`config.mk`:
```
export PLATFORM = sky130hd
export DESIGN_NAME = lr_seq_ctrl
export DESIGN_NICKNAME = d
export VERILOG_FILES = /design/src/rtl/lr_seq_ctrl.sv
export SDC_FILE = /design/constraint.sdc
export NUM_CORES = 1
export LEC_CHECK = 0
export ABC_CLOCK_PERIOD_IN_PS = 1450
export CORE_AREA = 2 2 70 52
export DETAILED_ROUTE_END_ITERATION = 16
export DIE_AREA = 0 0 72 54
export PLACE_DENSITY = 0.7
export SLEW_MARGIN = 5
export SYNTH_ARGS = -nofsm -noshare
export SYNTH_HDL_FRONTEND = slang
export SYNTH_SLANG_ARGS = --single-unit
export TNS_END_PERCENT = 20
```
`constraint.sdc`:
```
create_clock -name clk -period 1.45 [get_ports clk]
set_input_delay 0.2175 -clock clk [delete_from_list [all_inputs] [get_ports clk]]
set_output_delay 0.2175 -clock clk [all_outputs]
set_load 0.005 [all_outputs]
```
`src/rtl/lr_seq_ctrl.sv`:
```
// Sequencing FSM for the linear-regression accumulation datapath.
// Define LR_ABORT_EN to add an abort input that cancels a batch in progress.
module lr_seq_ctrl #(
  parameter int N_SAMPLES = 150,
  parameter int CALC_WAIT = 2
) (
  input  logic       clk,
  input  logic       rst,
  input  logic       start,
  input  logic       in_valid,
`ifdef LR_ABORT_EN
  input  logic       abort,
`endif
  output logic       in_ready,
  output logic       ldx,
  output logic       ldy,
  output logic       initsumx,
  output logic       initsumy,
  output logic       initsumxx,
  output logic       initsumxy,
  output logic       ldsumx,
  output logic       ldsumy,
  output logic       ldsumxx,
  output logic       ldsumxy,
  output logic [8:0] count,
  output logic       en,
  output logic       busy,
  output logic       done
);

  typedef enum logic [2:0] {IDLE, INIT, WAIT_S, ACC, CALC, DONE} state_t;

  localparam logic [8:0] N_LAST    = N_SAMPLES[8:0];
  localparam logic [3:0] WAIT_INIT = 4'(CALC_WAIT - 1);

  state_t     state, state_nx;
  logic [3:0] wait_cnt;
  logic       abort_hit;
  logic       last_sample;

`ifdef LR_ABORT_EN
  assign abort_hit = abort && (state != IDLE);
`else
  assign abort_hit = 1'b0;
`endif

  assign last_sample = (count + 9'd1) == N_LAST;

  // An abort leaves count frozen so the source can see how far the batch got.
  always_ff @(posedge clk) begin
    if (rst) begin
      state    <= IDLE;
      count    <= '0;
      en       <= 1'b0;
      wait_cnt <= '0;
    end else begin
      state <= state_nx;
      if (abort_hit) begin
        en <= 1'b0;
      end else begin
        case (state)
          IDLE:    if (start) en <= 1'b0;
          INIT:    count <= '0;
          ACC: begin
            count    <= count + 9'd1;
            wait_cnt <= WAIT_INIT;
          end
          CALC:    if (wait_cnt != 4'd0) wait_cnt <= wait_cnt - 4'd1;
          DONE:    en <= 1'b1;
          default: ;
        endcase
      end
    end
  end

  always_comb begin
    state_nx  = state;
    in_ready  = 1'b0;
    ldx       = 1'b0;
    ldy       = 1'b0;
    initsumx  = 1'b0;
    initsumy  = 1'b0;
    initsumxx = 1'b0;
    initsumxy = 1'b0;
    ldsumx    = 1'b0;
    ldsumy    = 1'b0;
    ldsumxx   = 1'b0;
    ldsumxy   = 1'b0;
    busy      = 1'b0;
    done      = 1'b0;
    case (state)
      IDLE: if (start) state_nx = INIT;
      INIT: begin
        busy      = 1'b1;
        initsumx  = 1'b1;
        initsumy  = 1'b1;
        initsumxx = 1'b1;
        initsumxy = 1'b1;
        state_nx  = WAIT_S;
      end
      WAIT_S: begin
        busy     = 1'b1;
        in_ready = 1'b1;
        ldx      = in_valid;
        ldy      = in_valid;
        if (in_valid) state_nx = ACC;
      end
      ACC: begin
        busy     = 1'b1;
        ldsumx   = 1'b1;
        ldsumy   = 1'b1;
        ldsumxx  = 1'b1;
        ldsumxy  = 1'b1;
        state_nx = last_sample ? CALC : WAIT_S;
      end
      CALC: begin
        busy = 1'b1;
        if (wait_cnt == 4'd0) state_nx = DONE;
      end
      DONE: begin
        busy     = 1'b1;
        done     = 1'b1;
        state_nx = IDLE;
      end
      default: state_nx = IDLE;
    endcase
    if (abort_hit) state_nx = IDLE;
  end

endmodule

```
==> results of run 1 <==
==> cells in the final DEF, fill, tap and decap left out, drive strengths merged, types with 2 or more instances in the layout <==
master and n:
clkbuf 6, clkdlybuf4s50 8, nand3 5, inv 10, dfxtp 17, and2 4, nor4 6, nor3b 2
buf 46, a31oi 2, a211oi 2, nand4 2, dlymetal6s2s 4, o21a 3, xor2 2, clkdlybuf4s15 2
nand2 11, nor3 10, and4 2, a21oi 12, dlygate4sd2 5, nor2 12, o21ai 9, ha 3
nor2b 2
==> logic make-up (layout without fill, tap and decap cells) <==
group | Yosys count | count (layout) | share of synthesized area
AND/OR/NAND/NOR | 60 | 60 | 0.2896
AO/OA/AOI/OAI | 34 | 34 | 0.1916
buffers and inverters | 28 | 82 | 0.1494
flip-flops | 17 | 17 | 0.3102
adder cells (fa/ha/maj) | 3 | 3 | 0.03421
XOR/XNOR | 2 | 2 | 0.01597
multiplexers | 1 | 1 | 0.009122
==> cell type report <==
| type | count | area, µm² | area share |
|---|---|---|---|
| clock buffers | 3 | 41.29 | 0.02326 |
| multi-input cells | 100 | 706.9 | 0.3982 |
| clock inverters | 1 | 5.005 | 0.002819 |
| well taps | 40 | 50.05 | 0.02819 |
| repair buffers | 68 | 568.0 | 0.3199 |
| inverters | 10 | 40.04 | 0.02255 |
| flip-flops and latches | 17 | 364.1 | 0.2051 |
==> worst max-delay path: stages, from the launching register on <==
cell,delay [ps]
dfxtp_4,370
buf_4,140
nor3b_4,170
buf_4,140
dlygate4sd2_1,220
==> flip-flops by register name, summed over array words and instances, names as in the netlist <==
register,cells
en,1
wait_cnt,4
state,3
count,9
==> metal layers <==
metal  track usage  vias to the layer above
met5             0                        -
met4       0.04403                        0
met3       0.03184                        2
met2        0.2948                       42
met1        0.2180                      556
li1              -                      617
==> where the power goes <==
| part | internal [mW] | leakage, nW | switching (mW) | total, mW |
|---|---|---|---|---|
| registers | 0.472 | 0.145 | 0.0122 | 0.484 |
| logic | 0.116 | 0.623 | 0.0958 | 0.211 |
| clock network | 0.191 | 0.0255 | 0.164 | 0.354 |
| total | 0.778 | 0.793 | 0.272 | 1.05 |
==> repair_timing <==
action / CTS / global route
pin swaps: 3 / 4
buffers inserted: 7 / 2
hold endpoints to repair: 0 / 0
gates resized for setup: 43 / 38
hold buffers: 0 / 0
endpoints found under the setup margin: 25 / 28
==> worst paths after layout <==
| check | from | endpoint | cells past startpoint | slack (ps) |
|---|---|---|---|---|
| worst max-delay path | state[2] | initsumxy | 4 | -60 |
| worst min-delay path | count[2] | count[2] | 2 | 500 |
| worst max register to register | count[0] | state[1] | 5 | -10 |
| worst min register to register | count[2] | count[2] | 2 | 500 |
==> out/metrics.yaml, run 1 <==
status: "complete, but fails checks"
violations: "negative setup slack"
critical_path_class: "flop to primary output"
route.antenna.remaining_nets: 0
routed-wl-met2_mm: 1.532
period_share: 1.045
startpoint_type: "flop"
diodes: 0
dpl-instance-area_um2: 1533
h-tree-depth: 1
n_fill_cell: 293
start_util: 0.3314
drt-initial-drc-count: 93
vias: 1217
rows: 18
tightest_slew_ps: 431.4
yosys_most_used_dff: "dfxtp_1"
p_leak_nw: 0.7933
synth_edf_count: 0
clkTransAtPathRegs_ps: 70
fin_util: 0.5363
fp.dieH_um: 54
cts_made_buffers: 3
synth_nets: 152
track_usage: 0.1692
max_freq_ghz: 0.6602
routed_wl_mm: 3.194
antenna_found_initial: 0
drt_pass1_iterations: 4
cts_tree: "built"
finalPower_mw: 1.050
grt_first_pass_wirelength_mm: 5.106
cap_violations: 0
clk_latency_ps: 250
area_growth_pct: 61.80
final_cell_count_no_fill: 239
required_ps: 1230
peakVddDrop_mv: 0.4763
cts-root-buf: "clkbuf_8"
die_x_um: 72
wl_met1_mm: 1.457
tns_ps: -200.2
hp-class: "flop to flop"
avgRoutedWirePerCell_um: 13.36
synthTopCellsByArea: "dfxtp_1 (31%), buf_4 (7.5%), a21oi_1 (5.5%), nor3_1 (4.6%), o21ai_0 (4.1%)"
stdcell_area_um2: 1775
gp_congestion: 0.8846
ys_seq_area_frac: 0.3101
drv_slew: 0
skew_ps: 5.389
pre_cts_ws_ps: -177.0
rsz0062_at_grt: "yes"
drive_gt1_frac: 0.4322
core_area_um2: 3311
hold_violations: 0
worst_hold_slack_ps: 496.2
avgSynthCellArea_um2: 7.568
timing.final.ws_setup_ps: -64.78
finalNetCount: 207
synth.largest_area_cell: "dfxtp_1"
layout_min_cycle_time_ps: 1515
port_buffers: 26
hpwl_mm: 2.234
drcViolationCount: 0
yosysMostFrequentCell: "dfxtp_1"
highest_layer: "met4"
synth_cell_type_count: 36
yosysTopAreaCellShare: 0.3101
worst_ep_arrival_time_ps: 1300
maxSlewHeadroom: 0.7093
die_area_um2: 3888
route.met3.wl_um: 184
synth_area_um2: 1097
grt_pass1_vias: 1151
ys_ff_latch: 17
clockBufferDepth: 2
cts_sinks: 17
yosysWarnings: 0
cp-end-kind: "primary output"
avgViaCountPerCell: 5.092
synth_common_cells: "dfxtp_1 (17), a21oi_1 (12), nor2_1 (12), buf_4 (11), nand2_1 (11)"
cp_max_fo: 6
setup_viol: 6
grt_overflow: 0
dpl.cell_count: 226
netlist_instances: 145
grt_max_degree: 16
pin_count: 27
powerDensity_nw_per_um2: 591.1
ys_async_sr_fraction: 0
Note: power is estimated with default switching activity, not from simulation.
==> run 2: changes to the inputs <==
--- a/config.mk
+++ b/config.mk
@@ -5,11 +5,13 @@
 export SDC_FILE = /design/constraint.sdc
 export NUM_CORES = 1
 export LEC_CHECK = 0
-export ABC_CLOCK_PERIOD_IN_PS = 1450
+export ABC_AREA = 0
+export ABC_CLOCK_PERIOD_IN_PS = 1700
 export CORE_AREA = 2 2 70 52
 export DETAILED_ROUTE_END_ITERATION = 16
 export DIE_AREA = 0 0 72 54
-export PLACE_DENSITY = 0.7
+export PLACE_DENSITY = 0.68
+export SKIP_CTS_REPAIR_TIMING = 1
 export SLEW_MARGIN = 5
 export SYNTH_ARGS = -nofsm -noshare
 export SYNTH_HDL_FRONTEND = slang
==> constraint.sdc (replaced) <==
create_clock -name clk -period 1.7 [get_ports clk]
set_input_delay 0.255 -clock clk [delete_from_list [all_inputs] [get_ports clk]]
set_output_delay 0.255 -clock clk [all_outputs]
set_load 0.005 [all_outputs]
==> run 2 against run 1 <==
Against the previous run:
- the run still ends with negative setup slack left
- sequential share of layout area increased by 2.1 points
- final area decreased by 14%
- die area unchanged
- clock power decreased by 14%
- highest routed layer unchanged
==> out/metrics.yaml, run 2 (synthesized netlist as in run 1, its figures left out) <==
period_share: 1.078
route.antenna.remaining_nets: 0  # unchanged
cap_violations: 0  # unchanged
setup_viol: 3  # -3
fp.dieH_um: 54  # unchanged
layout_min_cycle_time_ps: 1832
p_leak_nw: 0.6645  # -16%
rows: 18  # unchanged
peakVddDrop_mv: 0.3938  # -17%
clkTransAtPathRegs_ps: 70  # about the same
required_ps: 1440  # +210 ps
startpoint_type: "flop"
grt_overflow: 0  # unchanged
finalNetCount: 182  # -12%
drive_gt1_frac: 0.1839  # -0.2483
core_area_um2: 3311  # unchanged
timing.final.ws_setup_ps: -132.4  # -67.62 ps
combPwrFrac: 0.170  # -0.031
vias: 1108  # -9.0%
clkPwrFrac: 0.356  # +0.019
max_freq_ghz: 0.5457
grt_max_degree: 16  # unchanged
cp-end-kind: "primary output"
largestRegisters: "count (9), wait_cnt (4), state (3)"
cts_tree: "built"
seqPwrFrac: 0.475  # +0.014
cts-root-buf: "clkbuf_8"
clockBufferDepth: 2  # unchanged
status: "complete, but fails checks"
powerDensity_nw_per_um2: 567.4  # -4.0%
reg2reg_to: "state[2]"
grt_pass1_vias: 980  # -15%
holdCritStartpoint: "wait_cnt[0]"
track_usage: 0.1571  # -0.01201
routed_wl_mm: 2.821  # -12%
cts_made_buffers: 3  # unchanged
slowest_stage: "clkdlybuf4s50_1"
layout_common_cells: "clkdlybuf4s50_1 (17), dfxtp_1 (15), buf_4 (15), a21oi_1 (12)"
pin_count: 27  # unchanged
dpl-instance-area_um2: 1401  # -8.6%
switching_share: 0.2556  # -0.003195
r2r_slack_ps: 180  # +190 ps
p_int_mw: 0.6415  # -18%
crit_buf_inv: 3  # unchanged
diodes: 0  # unchanged
grt_first_pass_wirelength_mm: 4.692  # -8.1%
critical_path.reg2reg.startpoint: "count[3]"
violations: "negative setup slack"
port_buffers: 26  # unchanged
top_register: "count"
antenna_found_initial: 0  # unchanged
rsz0062_at_grt: "yes"
power_switching_mw: 0.2203  # -19%
largest_reg_flops: 9  # unchanged
drcViolationCount: 0  # unchanged
stdcell_area_um2: 1519  # -14%
die_area_um2: 3888  # unchanged
hold_violations: 0  # unchanged
reg2reg_depth: 4  # -1
die_x_um: 72  # unchanged
slowest_delay_ps: 500  # +130 ps
clk_latency_ps: 260  # about the same
avgViaCountPerCell: 5.178  # +1.7%
final_common_cell: "clkdlybuf4s50_1"
drt_pass1_iterations: 4  # unchanged
h-tree-depth: 1  # unchanged
hold_path_depth: 1  # -1
hpwl_mm: 1.976  # -12%
n_fill_cell: 318  # +8.5%
tns_ps: -258.9  # -58.70 ps
gp_congestion: 0.7812  # -12%
maxSlewHeadroom: 0.6075  # -0.1018
worstPathCellList: "buf_6 -> nor3b_2 -> buf_4 -> clkdlybuf4s50_1"
drv_slew: 0  # unchanged
worst_ep_arrival_time_ps: 1580  # +280 ps
path_delay_family: "buffers and inverters"
area_growth_pct: 38.43
tightest_slew_ps: 581.1  # +149.8 ps
min_to: "wait_cnt[0]"
skew_ps: 8.766  # +3.377 ps
start_util: 0.3314  # unchanged
critical_path_class: "flop to primary output"
cp_max_fo: 9  # +3
avgRoutedWirePerCell_um: 13.18  # -1.4%
drt-initial-drc-count: 76  # -18%
cts_sinks: 17  # unchanged
hp-class: "flop to flop"
pre_cts_ws_ps: 67.68  # +244.6 ps
[run 2: changes by cell type in the layout (fill, tap and decap cells not counted), sizes merged]
cell / before / now
clkbuf: 6 / 3
clkdlybuf4s15: 2 / 0
dlymetal6s2s: 4 / 8
buf: 46 / 18
dlygate4sd2: 5 / 0
clkdlybuf4s50: 8 / 17
[run 2: power groups by stage]
| stage | combinational (mW) | clock (mW) | sequential, mW |
|---|---|---|---|
| floorplan | 0.0717 | 0 | 0.419 |
| global placement | 0.131 | 0 | 0.416 |
| detailed placement | 0.133 | 0 | 0.416 |
| CTS | 0.134 | 0.311 | 0.407 |
| global route | 0.161 | 0.333 | 0.409 |
| finish | 0.146 | 0.306 | 0.409 |
[run 2: final cells by class]
cell class	count	area (µm²)	share of cell area
clock buffer	3	41.29	0.02718
clock inverter	1	5.005	0.003295
inverter	10	37.54	0.02471
multi-input combinational	100	621.8	0.4094
sequential	17	342.8	0.2257
tap	40	50.05	0.03295
timing repair buffer	43	420.4	0.2768
[run 2: metrics by stage]
stage	hold slack (ps)	utilization	std cells	power (mW)
finish	520.3	0.4588	214	0.8618
global route	555.3	0.4588	214	0.9038
CTS	513.6	0.4373	213	0.8523
detailed placement	501.1	0.4233	209	0.5494
global placement	493.7	0.4233	209	0.5476
floorplan	466.8	-	145	0.4907
[run 2: metal layers]
layer / track usage / wire, µm
met1: 0.2285 / 1443
met2: 0.2315 / 1197
met5: 0 / 0
met4: 0.02830 / 21
met3: 0.04494 / 159
[run 2: how the worst max path moves through the flow]
stage	endpoint	slack, ps	depth (start not counted)	startpoint
after floorplan	state[2]	190	5	count[0]
after global placement	ldx	80	3	in_valid
after detailed placement	ldx	70	3	in_valid
after CTS	ldx	-220	4	state[2]
after global routing	initsumxx	-190	4	state[2]
final	initsumxx	-130	4	state[2]
==> run 3: changes to the inputs <==
--- a/config.mk
+++ b/config.mk
@@ -7,9 +7,9 @@
 export LEC_CHECK = 0
 export ABC_AREA = 0
 export ABC_CLOCK_PERIOD_IN_PS = 1700
-export CORE_AREA = 2 2 70 52
+export CORE_AREA = 10 10 78 60
 export DETAILED_ROUTE_END_ITERATION = 16
-export DIE_AREA = 0 0 72 54
+export DIE_AREA = 0 0 88 70
 export PLACE_DENSITY = 0.68
 export SKIP_CTS_REPAIR_TIMING = 1
 export SLEW_MARGIN = 5
==> run 3 against run 2 <==
Against the previous run:
- wire length increased by 3.7%
- the run now ends clean
- clock-buffer cell count increased by 1
- sequential cell count unchanged
- final area about the same
- critical path type unchanged
- core utilization hardly changed
- register-to-register slack worse by 80 ps
- largest power group unchanged
- global-route usage fell by 6.4 points
- setup slack improved by 140 ps
- clock power fell by 2%
- critical path depth shrank 1
- largest cell class unchanged
==> out/metrics.yaml, run 3 (synthesized netlist as in run 1, its figures left out) <==
critical_path.reg2reg.startpoint: "wait_cnt[0]"
layout_min_cycle_time_ps: 1695  # -137.2 ps
vias: 1110  # +0.18%
pin_count: 27  # unchanged
hp-class: "flop to flop"
startpoint_type: "flop"
drv_slew: 0  # unchanged
min_to: "wait_cnt[0]"
clkTransAtPathRegs_ps: 60  # about the same
reg2reg_depth: 6  # +2
hpwl_mm: 2.245  # +14%
diodes: 0  # unchanged
start_util: 0.3314  # unchanged
slowest_delay_ps: 530  # +30 ps
drt-initial-drc-count: 48  # -37%
holdCritStartpoint: "wait_cnt[0]"
area_growth_pct: 38.31  # about the same
avgViaCountPerCell: 5.187  # +0.18%
hold_path_depth: 1  # unchanged
skew_ps: 1.554  # -7.212 ps
avgRoutedWirePerCell_um: 13.66  # +3.7%
status: "complete, no violations"
tightest_slew_ps: 503.0  # -78.17 ps
layout_common_cells: "buf_4 (15), dfxtp_1 (14), clkdlybuf4s50_1 (14), a21oi_1 (12), dlymetal6s2s_1 (12)"
grt_first_pass_wirelength_mm: 4.830  # +2.9%
cts_tree: "built"
gp_congestion: 0.8026  # +2.7%
finalNetCount: 182  # unchanged
cp-end-kind: "primary output"
drive_gt1_frac: 0.1782  # -0.005747
tns_ps: 0  # +258.9 ps
antenna_found_initial: 0  # unchanged
die_x_um: 88  # +22%
period_share: 0.9972  # -0.08069
largestRegisters: "count (9), wait_cnt (4), state (3)"
fin_util: 0.4584  # about the same
rows: 18  # unchanged
h-tree-depth: 1  # unchanged
clk_latency_ps: 250  # about the same
rsz0062_at_grt: "yes"
reg2reg_to: "wait_cnt[1]"
track_usage: 0.09347  # -0.06368
critical_path_class: "flop to primary output"
max_freq_ghz: 0.5899  # +8.1%
worst_hold_slack_ps: 517.6  # -2.753 ps
core_area_um2: 3311  # unchanged
r2r_slack_ps: 100  # -80 ps
n_fill_cell: 328  # +3.1%
multi_input_comb_area_um2: 615.6  # -1.0%
largest_reg_flops: 9  # unchanged
port_buffers: 26  # unchanged
final_common_cell: "buf_4"
worstPathCellList: "nand2b_1 -> nor2_4 -> clkdlybuf4s50_1"
seq_area_um2: 344.1  # +0.36%
route.antenna.remaining_nets: 0  # unchanged
cap_violations: 0  # unchanged
drt_pass1_iterations: 4  # unchanged
worst_ep_arrival_time_ps: 1440  # -140 ps
top_register: "count"
p_leak_nw: 0.7250  # +9.1%
powerDensity_nw_per_um2: 559.4  # -1.4%
hold_violations: 0  # unchanged
cts-root-buf: "clkbuf_8"
die_area_um2: 6160  # +58%
cts_sinks: 17  # unchanged
cp_max_fo: 5  # -4
drcViolationCount: 0  # unchanged
setup_viol: 0  # -3
slowest_stage: "clkdlybuf4s50_1"
required_ps: 1440  # about the same
maxSlewHeadroom: 0.6603  # +0.05280
grt_max_degree: 16  # unchanged
grt_pass1_vias: 1047  # +6.8%
clockBufferDepth: 2  # unchanged
peakVddDrop_mv: 0.4245  # +7.8%
fp.dieH_um: 70  # +30%
routed_wl_mm: 2.924  # +3.7%
grt_overflow: 0  # unchanged
cts_made_buffers: 3  # unchanged
## run 3: layer usage
layer	routed length (µm)	part of all wire	GRT usage	up-vias
met5	0	0	0	-
met4	29	0.0099	0.02827	0
met3	226	0.077	0.04403	2
met2	1299	0.44	0.1339	25
met1	1368	0.47	0.1198	516
li1	-	-	-	567
## run 3: worst max-delay path, delay by kind of cell (launching register included)
kind | cells | cell delay, ps
buf+inv | 1 | 530
simple gates | 2 | 340
flops | 1 | 330
## run 3: per-stage QoR
stage,total power [mW],cell area [µm²],setup slack [ps],instances
2_1_floorplan,0.4907,1097,185.7,145
3_3_place_gp,0.5518,1409,72.37,210
3_5_place_dp,0.5550,1409,53.98,210
4_1_cts,0.8575,1454,-239.9,214
5_1_grt,0.8985,1518,-84.65,214
6_report,0.8491,1518,4.770,214
## run 3: where the power goes
| group | switching [mW] | leakage, nW | internal [mW] | total, mW |
|---|---|---|---|---|
| Clock | 0.133 | 0.0228 | 0.166 | 0.299 |
| Combinational | 0.0688 | 0.564 | 0.0704 | 0.139 |
| Sequential | 0.00581 | 0.139 | 0.405 | 0.411 |
| Total | 0.208 | 0.725 | 0.641 | 0.849 |
## run 3: worst max path at each step
| stage | start | endpoint | slack (ps) | depth (start not counted) |
|---|---|---|---|---|
| after global placement | in_valid | ldx | 70 | 3 |
| after floorplan | count[0] | state[2] | 190 | 5 |
| after detailed placement | state[0] | initsumxy | 50 | 4 |
| after global routing | state[2] | ldsumy | -80 | 3 |
| after CTS | state[1] | ldx | -240 | 4 |
| final | state[2] | ldsumy | 5 | 3 |
## run 3: cell type report
class | count | area share
clock buffer | 4 | 0.02968
inverter | 10 | 0.02473
multi-input combinational | 100 | 0.4056
sequential | 17 | 0.2267
tap | 40 | 0.03298
timing repair buffer | 43 | 0.2803
